$ cat src/rtl/vblank_access_arbiter.sv
// rtl/vblank_access_arbiter.sv - round-robin write arbiter for the object-state table, open only during vertical blanking
`timescale 1ns/1ps
module vblank_access_arbiter #(
    parameter int NUM_REQ     = 4,
    parameter int V_DISPLAY   = 480,
    parameter int V_TOTAL     = 525,
    parameter int GUARD_LINES = 2,
    parameter int MAX_HOLD    = 256
) (
    input  logic               clk,
    input  logic               rst_n,
    input  logic [9:0]         v_counter,
    input  logic [NUM_REQ-1:0] req,
    input  logic [NUM_REQ-1:0] done,
    input  logic               clr_flags,
    output logic [NUM_REQ-1:0] grant,
    output logic               frame_tick,
    output logic               active,
    output logic               overrun,
    output logic               timeout
);
    localparam int                PTR_W     = $clog2(NUM_REQ);
    localparam int                HOLD_W    = $clog2(MAX_HOLD);
    localparam logic [9:0]        WIN_LO    = 10'(V_DISPLAY);
    localparam logic [9:0]        WIN_HI    = 10'(V_TOTAL - GUARD_LINES);
    localparam logic [HOLD_W-1:0] HOLD_LAST = HOLD_W'(MAX_HOLD - 1);
    localparam logic [PTR_W-1:0]  PTR_LAST  = PTR_W'(NUM_REQ - 1);

    typedef enum logic [1:0] {S_IDLE, S_ARB, S_GRANT} state_t;

    state_t              r_state;
    state_t              w_state_next;
    logic                r_win_q;
    logic                r_frame_tick;
    logic                r_active;
    logic                r_overrun;
    logic                r_timeout;
    logic [NUM_REQ-1:0]  r_grant;
    logic [NUM_REQ-1:0]  r_served;
    logic [HOLD_W-1:0]   r_hold_cnt;
    logic [PTR_W-1:0]    r_rr_ptr;

    logic                w_win_c;
    logic [NUM_REQ-1:0]  w_cand;
    logic                w_found;
    logic [PTR_W-1:0]    w_winner;
    logic [NUM_REQ-1:0]  w_grant_next;
    logic [NUM_REQ-1:0]  w_served_next;
    logic [HOLD_W-1:0]   w_hold_next;
    logic [PTR_W-1:0]    w_rr_next;
    logic                w_set_overrun;
    logic                w_set_timeout;

    assign w_win_c = (v_counter >= WIN_LO) && (v_counter < WIN_HI);
    assign w_cand  = req & ~r_served;

    // First pending requester at or above rr_ptr, wrapping at NUM_REQ.
    always_comb begin : winner_search
        int idx;
        w_found  = 1'b0;
        w_winner = '0;
        for (int i = 0; i < NUM_REQ; i++) begin
            idx = int'(r_rr_ptr) + i;
            if (idx >= NUM_REQ) idx = idx - NUM_REQ;
            if (!w_found && w_cand[idx[PTR_W-1:0]]) begin
                w_found  = 1'b1;
                w_winner = idx[PTR_W-1:0];
            end
        end
    end

    always_comb begin
        w_state_next  = r_state;
        w_grant_next  = r_grant;
        w_served_next = r_served;
        w_hold_next   = r_hold_cnt;
        w_rr_next     = r_rr_ptr;
        w_set_overrun = 1'b0;
        w_set_timeout = 1'b0;
        case (r_state)
            S_IDLE: begin
                w_grant_next = '0;
                if (r_win_q) w_state_next = S_ARB;
            end
            S_ARB: begin
                w_grant_next = '0;
                if (!r_win_q) begin
                    w_state_next = S_IDLE;
                end else if (w_found) begin
                    w_grant_next  = NUM_REQ'(1) << w_winner;
                    w_served_next = r_served | (NUM_REQ'(1) << w_winner);
                    w_hold_next   = '0;
                    w_rr_next     = (w_winner == PTR_LAST) ? '0 : w_winner + PTR_W'(1);
                    w_state_next  = S_GRANT;
                end
            end
            S_GRANT: begin
                // Window close outranks a simultaneous done: the write may be torn.
                if (!r_win_q) begin
                    w_grant_next  = '0;
                    w_set_overrun = 1'b1;
                    w_state_next  = S_IDLE;
                end else if (|(done & r_grant) || !(|(req & r_grant))) begin
                    w_grant_next = '0;
                    w_state_next = S_ARB;
                end else if (r_hold_cnt == HOLD_LAST) begin
                    w_grant_next  = '0;
                    w_set_timeout = 1'b1;
                    w_state_next  = S_ARB;
                end else begin
                    w_hold_next = r_hold_cnt + HOLD_W'(1);
                end
            end
            default: begin
                w_grant_next = '0;
                w_state_next = S_IDLE;
            end
        endcase
        if (w_win_c && !r_win_q) w_served_next = '0;
    end

    always_ff @(posedge clk or negedge rst_n) begin
        if (!rst_n) begin
            r_state      <= S_IDLE;
            r_win_q      <= 1'b0;
            r_frame_tick <= 1'b0;
            r_active     <= 1'b0;
            r_overrun    <= 1'b0;
            r_timeout    <= 1'b0;
            r_grant      <= '0;
            r_served     <= '0;
            r_hold_cnt   <= '0;
            r_rr_ptr     <= '0;
        end else begin
            r_state      <= w_state_next;
            r_win_q      <= w_win_c;
            r_frame_tick <= w_win_c & ~r_win_q;
            r_active     <= (w_state_next != S_IDLE);
            r_grant      <= w_grant_next;
            r_served     <= w_served_next;
            r_hold_cnt   <= w_hold_next;
            r_rr_ptr     <= w_rr_next;
            if (w_set_overrun)  r_overrun <= 1'b1;
            else if (clr_flags) r_overrun <= 1'b0;
            if (w_set_timeout)  r_timeout <= 1'b1;
            else if (clr_flags) r_timeout <= 1'b0;
        end
    end

    assign grant      = r_grant;
    assign frame_tick = r_frame_tick;
    assign active     = r_active;
    assign overrun    = r_overrun;
    assign timeout    = r_timeout;

endmodule

$ cat config.mk
export PLATFORM = sky130hd
export DESIGN_NAME = vblank_access_arbiter
export DESIGN_NICKNAME = d
export VERILOG_FILES = /design/src/rtl/vblank_access_arbiter.sv
export SDC_FILE = /design/constraint.sdc
export NUM_CORES = 1
export LEC_CHECK = 0
export BUFFER_PORTS_ARGS = -buffer_cell sky130_fd_sc_hd__buf_2
export CAP_MARGIN = 40
export CORE_MARGIN = 2
export CORE_UTILIZATION = 57
export DETAILED_ROUTE_END_ITERATION = 8
export PLACE_DENSITY = 0.83
export SYNTH_ARGS = -nofsm -noshare
export SYNTH_HDL_FRONTEND = slang
export SYNTH_SLANG_ARGS = --single-unit
$ cat constraint.sdc
create_clock -name clk -period 4.12 [get_ports clk]
set_input_delay 0.412 -clock clk [delete_from_list [all_inputs] [get_ports clk]]
set_output_delay 0.412 -clock clk [all_outputs]
set_load 0.05 [all_outputs]
==> flow_summary.json, run 1 <==
{
  "worstSetupPathType": "flip-flop to flip-flop",
  "fp.dieH_um": 52.0,
  "placed_area_um2": 1450,
  "critPathRequiredTime_ns": 4.36,
  "grtUsageTotal": 0.225,
  "syn_to_final_growth_pct": 12.4,
  "num_io_pins": 29,
  "maxSlewHeadroom": 0.633,
  "detailed_place_hpwl_mm": 2.05,
  "yosysWarnings": 0,
  "vias_per_cell": 5.87,
  "met2_usage": 0.361,
  "syn_nets": 163,
  "gr-total-overflow": 0,
  "worst_hold_slack_ns": 0.0686,
  "cts.path.max_buffers": 2,
  "reg2reg_from": "r_state[0]$_DFF_PN0_",
  "antennaDiodeCount": 0,
  "numPortBuffers": 28,
  "cts_setup_buffers": 0,
  "powerDensity_nw_per_um2": 287,
  "nNetsFinal": 192,
  "drt-total-wl_mm": 2.63,
  "synth_area_um2": 1320,
  "cts_hold_buf": 0,
  "grt_antenna_before_repair": 0,
  "met3_usage": 0.0431,
  "fin_crit_ns": 1.97,
  "initial_core_util": 0.600,
  "critical_path.max_fanout": 9,
  "grt_pass1_vias": 1100,
  "die_area_um2": 2710,
  "worstSetupEndpointType": "flip-flop",
  "grt-busiest-layer": "met2",
  "fin_crit_sh": 0.479,
  "cts_resized": 0,
  "place.gp.congestion": 0.933,
  "drt_iter0_markers": 37,
  "tritoncts": "built",
  "ys_seq_elements": 25,
  "h-tree-depth": 1,
  "vias": 1133,
  "finalHoldViolCount": 0,
  "fin_tns_setup_ns": 0,
  "setup_viol": 0,
  "clock-sinks": 25,
  "cts.root.buffer_cell": "clkbuf_4",
  "drv_cap": 0,
  "avgSynthCellArea_um2": 9.60,
  "drc_errors": 0,
  "rsz0062_at_grt": "no",
  "stdcell_area_um2": 1480,
  "seq_area_frac_synth": 0.476,
  "status": "completed",
  "p_leak_nw": 0.746,
  "ir_worst_vdd_mv": 0.196,
  "grt_max_degree": 26,
  "drv_slew": 0,
  "cts_buffers": 3,
  "die_w_um": 52.0,
  "grt_util_met1": 0.310,
  "drt-pass1-iter-count": 4,
  "hold_path_class": "input pin to asynchronous set/reset pin",
  "startpoint_type": "flip-flop",
  "core_area_um2": 2190,
  "placement_rows": 17,
  "synth_cell_types": 35,
  "drive_gt1_frac": 0.206,
  "cp.arrival_ns": 2.21,
  "path_clk_slew_ns": 0.13,
  "tightest_slew_ns": 0.550,
  "cp-startpoint": "r_state[0]$_DFF_PN0_",
  "fmaxAchievable_ghz": 0.507,
  "grt_pass1_wl_mm": 4.61,
  "finClkSkew_ns": 0.00958,
  "antenna_left": 0,
  "synth_cells": 137,
  "clk_latency_ns": 0.30,
  "wl_per_cell_um": 13.6,
  "post-route-util": 0.674
}
cell families after synthesis:
kind of cell    after synthesis  synth area share
simple gates                 46             0.183
compound gates               43             0.214
flops                        25             0.476
buf+inv                      16            0.0637
fa+ha+maj                     5            0.0476
mux                           2            0.0162
worst max-delay path: stages (launching register included):
cell and delay [ns]:
dfrtp_1 0.44, nor2b_1 0.46, and4_1 0.46, a21o_1 0.34, mux2i_1 0.22
routing by layer:
metal	share of wire	wire length, um	up-vias
met5	0	0	-
met3	0.070	184	4
met4	0.0099	26	0
met1	0.45	1190	515
met2	0.47	1230	63
li1	-	-	551
metrics by stage:
step	power [mW]	setup WS, ns	cells
after CTS	0.427	2.20	193
after global placement	0.321	2.20	189
after detailed placement	0.325	2.15	189
after global routing	0.445	1.94	193
after floorplan	0.298	2.34	137
final	0.424	2.15	193
area by class of cell:
cell class / instances / area (um2)
fillers: 177 / 713
flip-flops and latches: 25 / 626
multi-input cells: 96 / 606
repair buffers: 28 / 140
inverters: 12 / 45.0
well taps: 28 / 35.0
clock buffers: 4 / 26.3
synth_stat cells:
master,n,area share
nand2b_1,4,0.019
a22oi_1,2,0.011
and2b_1,1,0.0057
nor4_1,1,0.0048
o22a_1,1,0.0067
o21ai_0,8,0.030
and2_2,1,0.0057
nor2b_1,3,0.014
mux2_2,1,0.0086
nand4_1,3,0.014
a22o_1,6,0.040
o221ai_1,1,0.0067
o21a_1,2,0.011
a21boi_0,1,0.0057
buf_2,1,0.0038
o211ai_1,1,0.0057
nand2_1,10,0.029
nand4b_1,1,0.0067
nor2_2,1,0.0048
inv_1,12,0.034
buf_6,3,0.026
a21o_1,2,0.011
nand3b_1,1,0.0057
o22ai_1,3,0.014
mux2i_1,1,0.0076
and3_1,1,0.0048
and2_1,2,0.0095
nand3_1,6,0.023
nor3_1,1,0.0038
ha_1,5,0.048
a31oi_1,10,0.048
dfrtp_1,25,0.48
and4_1,1,0.0067
a21oi_1,6,0.023
nor2_1,9,0.026
placed cells by master (no fill, tap or decap), drive strengths merged, types with 3 or more instances in the layout:
master and instances:
buf 28, dfrtp 25, inv 12, nand2 10, a31oi 10, nor2 10, o21ai 8, nand3 6
a22o 6, a21oi 6, ha 5, nand2b 4, clkbuf 4, nor2b 3, o22ai 3, nand4 3
and2 3
power by group:
part           internal (mW)  switching [mW]  total (mW)
Sequential             0.254         0.00798       0.262
Combinational         0.0246          0.0340      0.0587
Clock                 0.0376          0.0655       0.103
path summary, 6_finish.rpt:
check,to,slack (ns),cells past startpoint
setup / recovery,r_hold_cnt[1]$_DFFE_PN0P_,2.15,4
hold / removal,timeout$_DFFE_PN0P_,0.07,1
setup reg to reg,r_hold_cnt[1]$_DFFE_PN0P_,2.15,4
hold reg to reg,r_hold_cnt[7]$_DFFE_PN0P_,0.50,1
max in group asynchronous,r_served[2]$_DFFE_PN0P_,3.69,1
min in group clk,overrun$_DFFE_PN0P_,0.30,2
flip-flops by register name (all words and copies together) (netlist names):
signal      flops
r_rr_ptr        2
r_served        4
r_win_q         1
overrun         1
r_state         2
timeout         1
active          1
grant           4
r_hold_cnt      8
frame_tick      1
Power figures use the tool's default switching activity.
==> run 2, diff against run 1 <==
--- a/config.mk
+++ b/config.mk
@@ -8,9 +8,9 @@
 export BUFFER_PORTS_ARGS = -buffer_cell sky130_fd_sc_hd__buf_2
 export CAP_MARGIN = 40
 export CORE_MARGIN = 2
-export CORE_UTILIZATION = 57
+export CORE_UTILIZATION = 48
 export DETAILED_ROUTE_END_ITERATION = 8
-export PLACE_DENSITY = 0.83
+export PLACE_DENSITY = 0.75
 export SYNTH_ARGS = -nofsm -noshare
 export SYNTH_HDL_FRONTEND = slang
 export SYNTH_SLANG_ARGS = --single-unit
==> constraint.sdc (replaced) <==
create_clock -name clk -period 1.65 [get_ports clk]
set_input_delay 0.165 -clock clk [delete_from_list [all_inputs] [get_ports clk]]
set_output_delay 0.165 -clock clk [all_outputs]
set_load 0.05 [all_outputs]
==> run 2 against run 1 <==
Compared with the run above:
- the run now ends with negative setup slack left
- setup slack got worse by 2.2 ns
- clock-buffer cell count did not move
- final area rose by 14%
- largest power group unchanged
- via count rose by 8.5%
- critical endpoint is now r_rr_ptr[1]$_DFFE_PN0P_
- core utilization fell by 1.4 points
- first-iteration DRC count rose by 86%
- critical path depth rose by 3
- maximum frequency rose by 16%
==> flow_summary.json, run 2 (synthesis gave the netlist of run 1 again) <==
{
  "ir_worst_vdd_mv": 0.609,
  "multiInputGateArea_um2": 691,
  "regArea_um2": 631,
  "setup_ws_ns": -0.0443,
  "finalHoldViolCount": 0,
  "worst_hold_slack_ns": 0.0241,
  "rsz0062_at_grt": "yes",
  "clock-sinks": 25,
  "regMostFlops": "r_hold_cnt",
  "fill_cells": 206,
  "drt-pass1-iter-count": 4,
  "num_io_pins": 29,
  "final_common_cell": "buf_2",
  "vias_per_cell": 5.88,
  "status": "finished with violations",
  "tightest_slew_ns": 0.552,
  "die_w_um": 56.3,
  "finClkSkew_ns": 0.000975,
  "cts.root.buffer_cell": "clkbuf_4",
  "cts_buffers": 3,
  "powerDensity_nw_per_um2": 690,
  "maxSlewHeadroom": 0.632,
  "antenna_left": 0,
  "critical_path.max_fanout": 5,
  "grt_max_degree": 26,
  "critPathRequiredTime_ns": 1.88,
  "setup_viol": 3,
  "numPortBuffers": 28,
  "drc_errors": 0,
  "cts.path.max_buffers": 2,
  "die_area_um2": 3170,
  "core_area_um2": 2540,
  "drive_gt1_frac": 0.380,
  "fin_crit_ns": 1.69,
  "violations": "negative setup slack",
  "path_clk_slew_ns": 0.13,
  "drv_cap": 0,
  "gr-total-overflow": 0,
  "nNetsFinal": 206,
  "final_cell_mix": "28 x buf_2, 21 x dfrtp_1, 12 x buf_4, 11 x inv_1",
  "fin_crit_sh": 1.03,
  "hold_path_class": "input pin to flip-flop",
  "vias": 1229,
  "drv_slew": 0,
  "place.gp.congestion": 0.793,
  "grt_pass1_wl_mm": 4.89,
  "h-tree-depth": 1,
  "placement_rows": 18,
  "p_leak_nw": 0.824,
  "fmaxAchievable_ghz": 0.590,
  "stdcell_area_um2": 1680,
  "grt_pass1_vias": 1053,
  "fp.dieH_um": 56.3,
  "rrSetupSlack_ns": -0.04,
  "grt_antenna_before_repair": 0,
  "worstSetupPathType": "flip-flop to flip-flop",
  "syn_to_final_growth_pct": 27.9,
  "clk_latency_ns": 0.33,
  "worstSetupEndpointType": "flip-flop",
  "drt-total-wl_mm": 3.25,
  "antennaDiodeCount": 0,
  "largest_reg_flops": 8,
  "grtUsageTotal": 0.195,
  "cp.arrival_ns": 1.92,
  "detailed_place_hpwl_mm": 2.24,
  "wl_per_cell_um": 15.5,
  "drt_iter0_markers": 69,
  "tritoncts": "built",
  "initial_core_util": 0.517,
  "startpoint_type": "flip-flop",
  "placed_area_um2": 1550
}
run 2: routing by layer:
metal,wire length (um),share of wire,GRT usage,vias up
met1,1400,0.43,0.273,598
met5,0,0,0,-
met4,41,0.013,0.0816,0
met2,1600,0.49,0.304,47
li1,-,-,-,579
met3,205,0.063,0.0276,5
run 2: power by group:
group / internal, mW / switching, mW / total [mW]
combinational: 0.106 / 0.116 / 0.222
clock: 0.0949 / 0.187 / 0.282
sequential: 0.635 / 0.0221 / 0.657
total: 0.836 / 0.325 / 1.16
run 2: cell type report:
class                      count  area share
multi-input combinational     96       0.411
timing repair buffer          42       0.150
tap                           30      0.0223
sequential                    25       0.375
clock buffer                   4      0.0156
inverter                      12      0.0268
run 2: worst max-delay path: stages (launching register included):
cell	delay [ns]
dfrtp_1	0.43
nand2b_4	0.18
o221ai_2	0.15
o21ai_1	0.10
o21ai_1	0.12
inv_1	0.12
ha_4	0.23
mux2_4	0.26
run 2: path summary, 6_finish.rpt:
check                                          start                         to  cells past startpoint
max reg2reg                  r_served[0]$_DFFE_PN0P_    r_rr_ptr[1]$_DFFE_PN0P_                      7
min reg2reg                r_hold_cnt[7]$_DFFE_PN0P_  r_hold_cnt[7]$_DFFE_PN0P_                      1
min                                        clr_flags        timeout$_DFFE_PN0P_                      2
max                          r_served[0]$_DFFE_PN0P_    r_rr_ptr[1]$_DFFE_PN0P_                      7
max in group asynchronous                      rst_n       grant[1]$_DFFE_PN0P_                      2
min in group asynchronous                      rst_n       grant[0]$_DFFE_PN0P_                      2
run 2: through the flow:
step	cells	setup WS (ns)	TNS (ns)	power (mW)	util
2_1_floorplan	137	-0.0102	-0.0144	0.752	-
5_1_grt	209	-0.105	-0.547	1.21	0.661
4_1_cts	206	0.0000777	0	1.12	0.627
3_5_place_dp	201	-0.0185	-0.0185	0.832	0.609
6_report	209	-0.0443	-0.0604	1.16	0.661
3_3_place_gp	201	0.0535	0	0.823	0.609
run 2: timing repair:
action	in CTS	in global routing
resized for setup	5	18
setup buffers	0	3
endpoints found under the setup margin	4	16
pin swaps	0	5
hold buffers	1	0
endpoints found under the hold margin	25	0
==> run 3, diff against run 2 <==
--- a/config.mk
+++ b/config.mk
@@ -11,6 +11,8 @@
 export CORE_UTILIZATION = 48
 export DETAILED_ROUTE_END_ITERATION = 8
 export PLACE_DENSITY = 0.75
+export RECOVER_POWER = 100
+export SKIP_LAST_GASP = 1
 export SYNTH_ARGS = -nofsm -noshare
 export SYNTH_HDL_FRONTEND = slang
 export SYNTH_SLANG_ARGS = --single-unit
==> run 3 against run 2 <==
Compared with the run above:
- the run still ends with negative setup slack left
- final area decreased by 4.4%
- maximum frequency decreased by 2.1%
- global-route usage decreased by 0.24 points
- largest power group unchanged
- combinational power down 15%
- critical path type unchanged
- largest cell class unchanged
- final cell count is 0.96% lower
==> flow_summary.json, run 3 (synthesis gave the netlist of run 1 again) <==
{
  "status": "finished with violations",
  "violations": "negative setup slack",
  "vias_per_cell": 5.87,
  "largest_reg_flops": 8,
  "grt_pass1_wl_mm": 4.84,
  "grt_antenna_before_repair": 0,
  "clk_latency_ns": 0.32,
  "worstHoldStart": "clr_flags",
  "worstSetupEndpointType": "flip-flop",
  "maxSlewHeadroom": 0.595,
  "final_cell_mix": "21 x dfrtp_1, 19 x buf_2, 12 x inv_1, 12 x clkbuf_1",
  "wl_met2_mm": 1.52,
  "antenna_left": 0,
  "fin_crit_ns": 1.73,
  "core_area_um2": 2540,
  "ir_worst_vdd_mv": 0.583,
  "finalHoldViolCount": 0,
  "r2r-end": "r_rr_ptr[1]$_DFFE_PN0P_",
  "path_clk_slew_ns": 0.13,
  "grtUsageTotal": 0.193,
  "fp.dieH_um": 56.3,
  "fin_tns_setup_ns": -0.139,
  "rrSetupSlack_ns": -0.08,
  "fmaxAchievable_ghz": 0.578,
  "drc_errors": 0,
  "cts_buffers": 3,
  "wl_met1_mm": 1.39,
  "detailed_place_hpwl_mm": 2.24,
  "setup_viol": 5,
  "drt_iter0_markers": 55,
  "nNetsFinal": 204,
  "holdPathStages": 2,
  "h-tree-depth": 1,
  "tritoncts": "built",
  "cts.root.buffer_cell": "clkbuf_4",
  "reg2reg_from": "r_served[0]$_DFFE_PN0P_",
  "die_w_um": 56.3,
  "highest_layer": "met4",
  "drv_slew": 0,
  "critical_path.max_fanout": 5,
  "critPathRequiredTime_ns": 1.87,
  "startpoint_type": "flip-flop",
  "cts.path.max_buffers": 2,
  "dr_wl_met3_um": 151,
  "drive_gt1_frac": 0.277,
  "final_common_cell": "dfrtp_1",
  "cp.arrival_ns": 1.95,
  "fin_crit_sh": 1.05,
  "hold_path_class": "input pin to flip-flop",
  "setup_ws_ns": -0.0801,
  "power_mw": 1.12,
  "place.gp.congestion": 0.793,
  "die_area_um2": 3170,
  "p_leak_nw": 0.767,
  "vias": 1215,
  "finClkSkew_ns": 0.00393,
  "powerDensity_nw_per_um2": 696,
  "clock-sinks": 25,
  "drv_cap": 0,
  "tightest_slew_ns": 0.608,
  "gr-total-overflow": 0,
  "antennaDiodeCount": 0,
  "placement_rows": 18,
  "wl_per_cell_um": 15.0,
  "initial_core_util": 0.517,
  "numPortBuffers": 28,
  "drt-total-wl_mm": 3.11,
  "cp-startpoint": "r_served[0]$_DFFE_PN0P_",
  "num_io_pins": 29,
  "reg2reg_depth": 7,
  "drt-pass1-iter-count": 4,
  "grt_pass1_vias": 1068,
  "endpoint": "r_rr_ptr[1]$_DFFE_PN0P_",
  "rsz0062_at_grt": "yes",
  "syn_to_final_growth_pct": 22.3,
  "grt_max_degree": 26,
  "worstSetupPathType": "flip-flop to flip-flop",
  "regMostFlops": "r_hold_cnt"
}
[run 3: layout make-up]
type	count	area, um2
sequential	25	631
inverter	12	45.0
timing repair buffer	40	209
clock buffer	4	26.3
tap	30	37.5
fill	226	937
multi-input combinational	96	659
[run 3: worst min path at each step]
| stage | slack, ns | end |
|---|---|---|
| floorplan | -0.13 | active$_DFF_PN0_ |
| global placement | 0.19 | r_served[3]$_DFFE_PN0P_ |
| detailed placement | 0.18 | grant[2]$_DFFE_PN0P_ |
| CTS | 0.02 | timeout$_DFFE_PN0P_ |
| global route | 0.02 | timeout$_DFFE_PN0P_ |
| finish | 0.03 | timeout$_DFFE_PN0P_ |
[run 3: where the power goes]
group | internal, mW | switching, mW | leakage, nW | total (mW)
Clock | 0.0948 | 0.181 | 0.0150 | 0.276
Combinational | 0.0860 | 0.102 | 0.427 | 0.188
Sequential | 0.635 | 0.0208 | 0.325 | 0.655
Total | 0.815 | 0.304 | 0.767 | 1.12
[run 3: metal layers]
metal  vias to the layer above  GRT usage
li1                        573          -
met1                       599      0.261
met2                        38      0.308
met3                         5     0.0276
met4                         0     0.0850
met5                         -          0
[run 3: per-stage QoR]
stage | utilization | area [um2] | cells | setup WS, ns | hold WS (ns)
5_1_grt | 0.632 | 1610 | 207 | -0.163 | 0.0156
2_1_floorplan | - | 1340 | 137 | -0.0102 | -0.131
3_3_place_gp | 0.609 | 1550 | 201 | 0.0535 | 0.185
4_1_cts | 0.625 | 1590 | 206 | -0.00266 | 0.0201
6_report | 0.632 | 1610 | 207 | -0.0801 | 0.0259
3_5_place_dp | 0.609 | 1550 | 201 | -0.0185 | 0.183
[run 3: critical path: stages (launching register included)]
cell      delay (ns)
dfrtp_1         0.42
nand2b_4        0.17
o221ai_2        0.15
o21ai_1         0.10
o21ai_1         0.14
inv_1           0.11
ha_1            0.28
mux2_4          0.26
[run 3: repair_timing]
item,CTS,global route
pin swaps,0,2
setup endpoints to repair,4,16
hold buffers,1,0
hold endpoints to repair,25,0
resized for setup,4,11
setup buffers,0,1
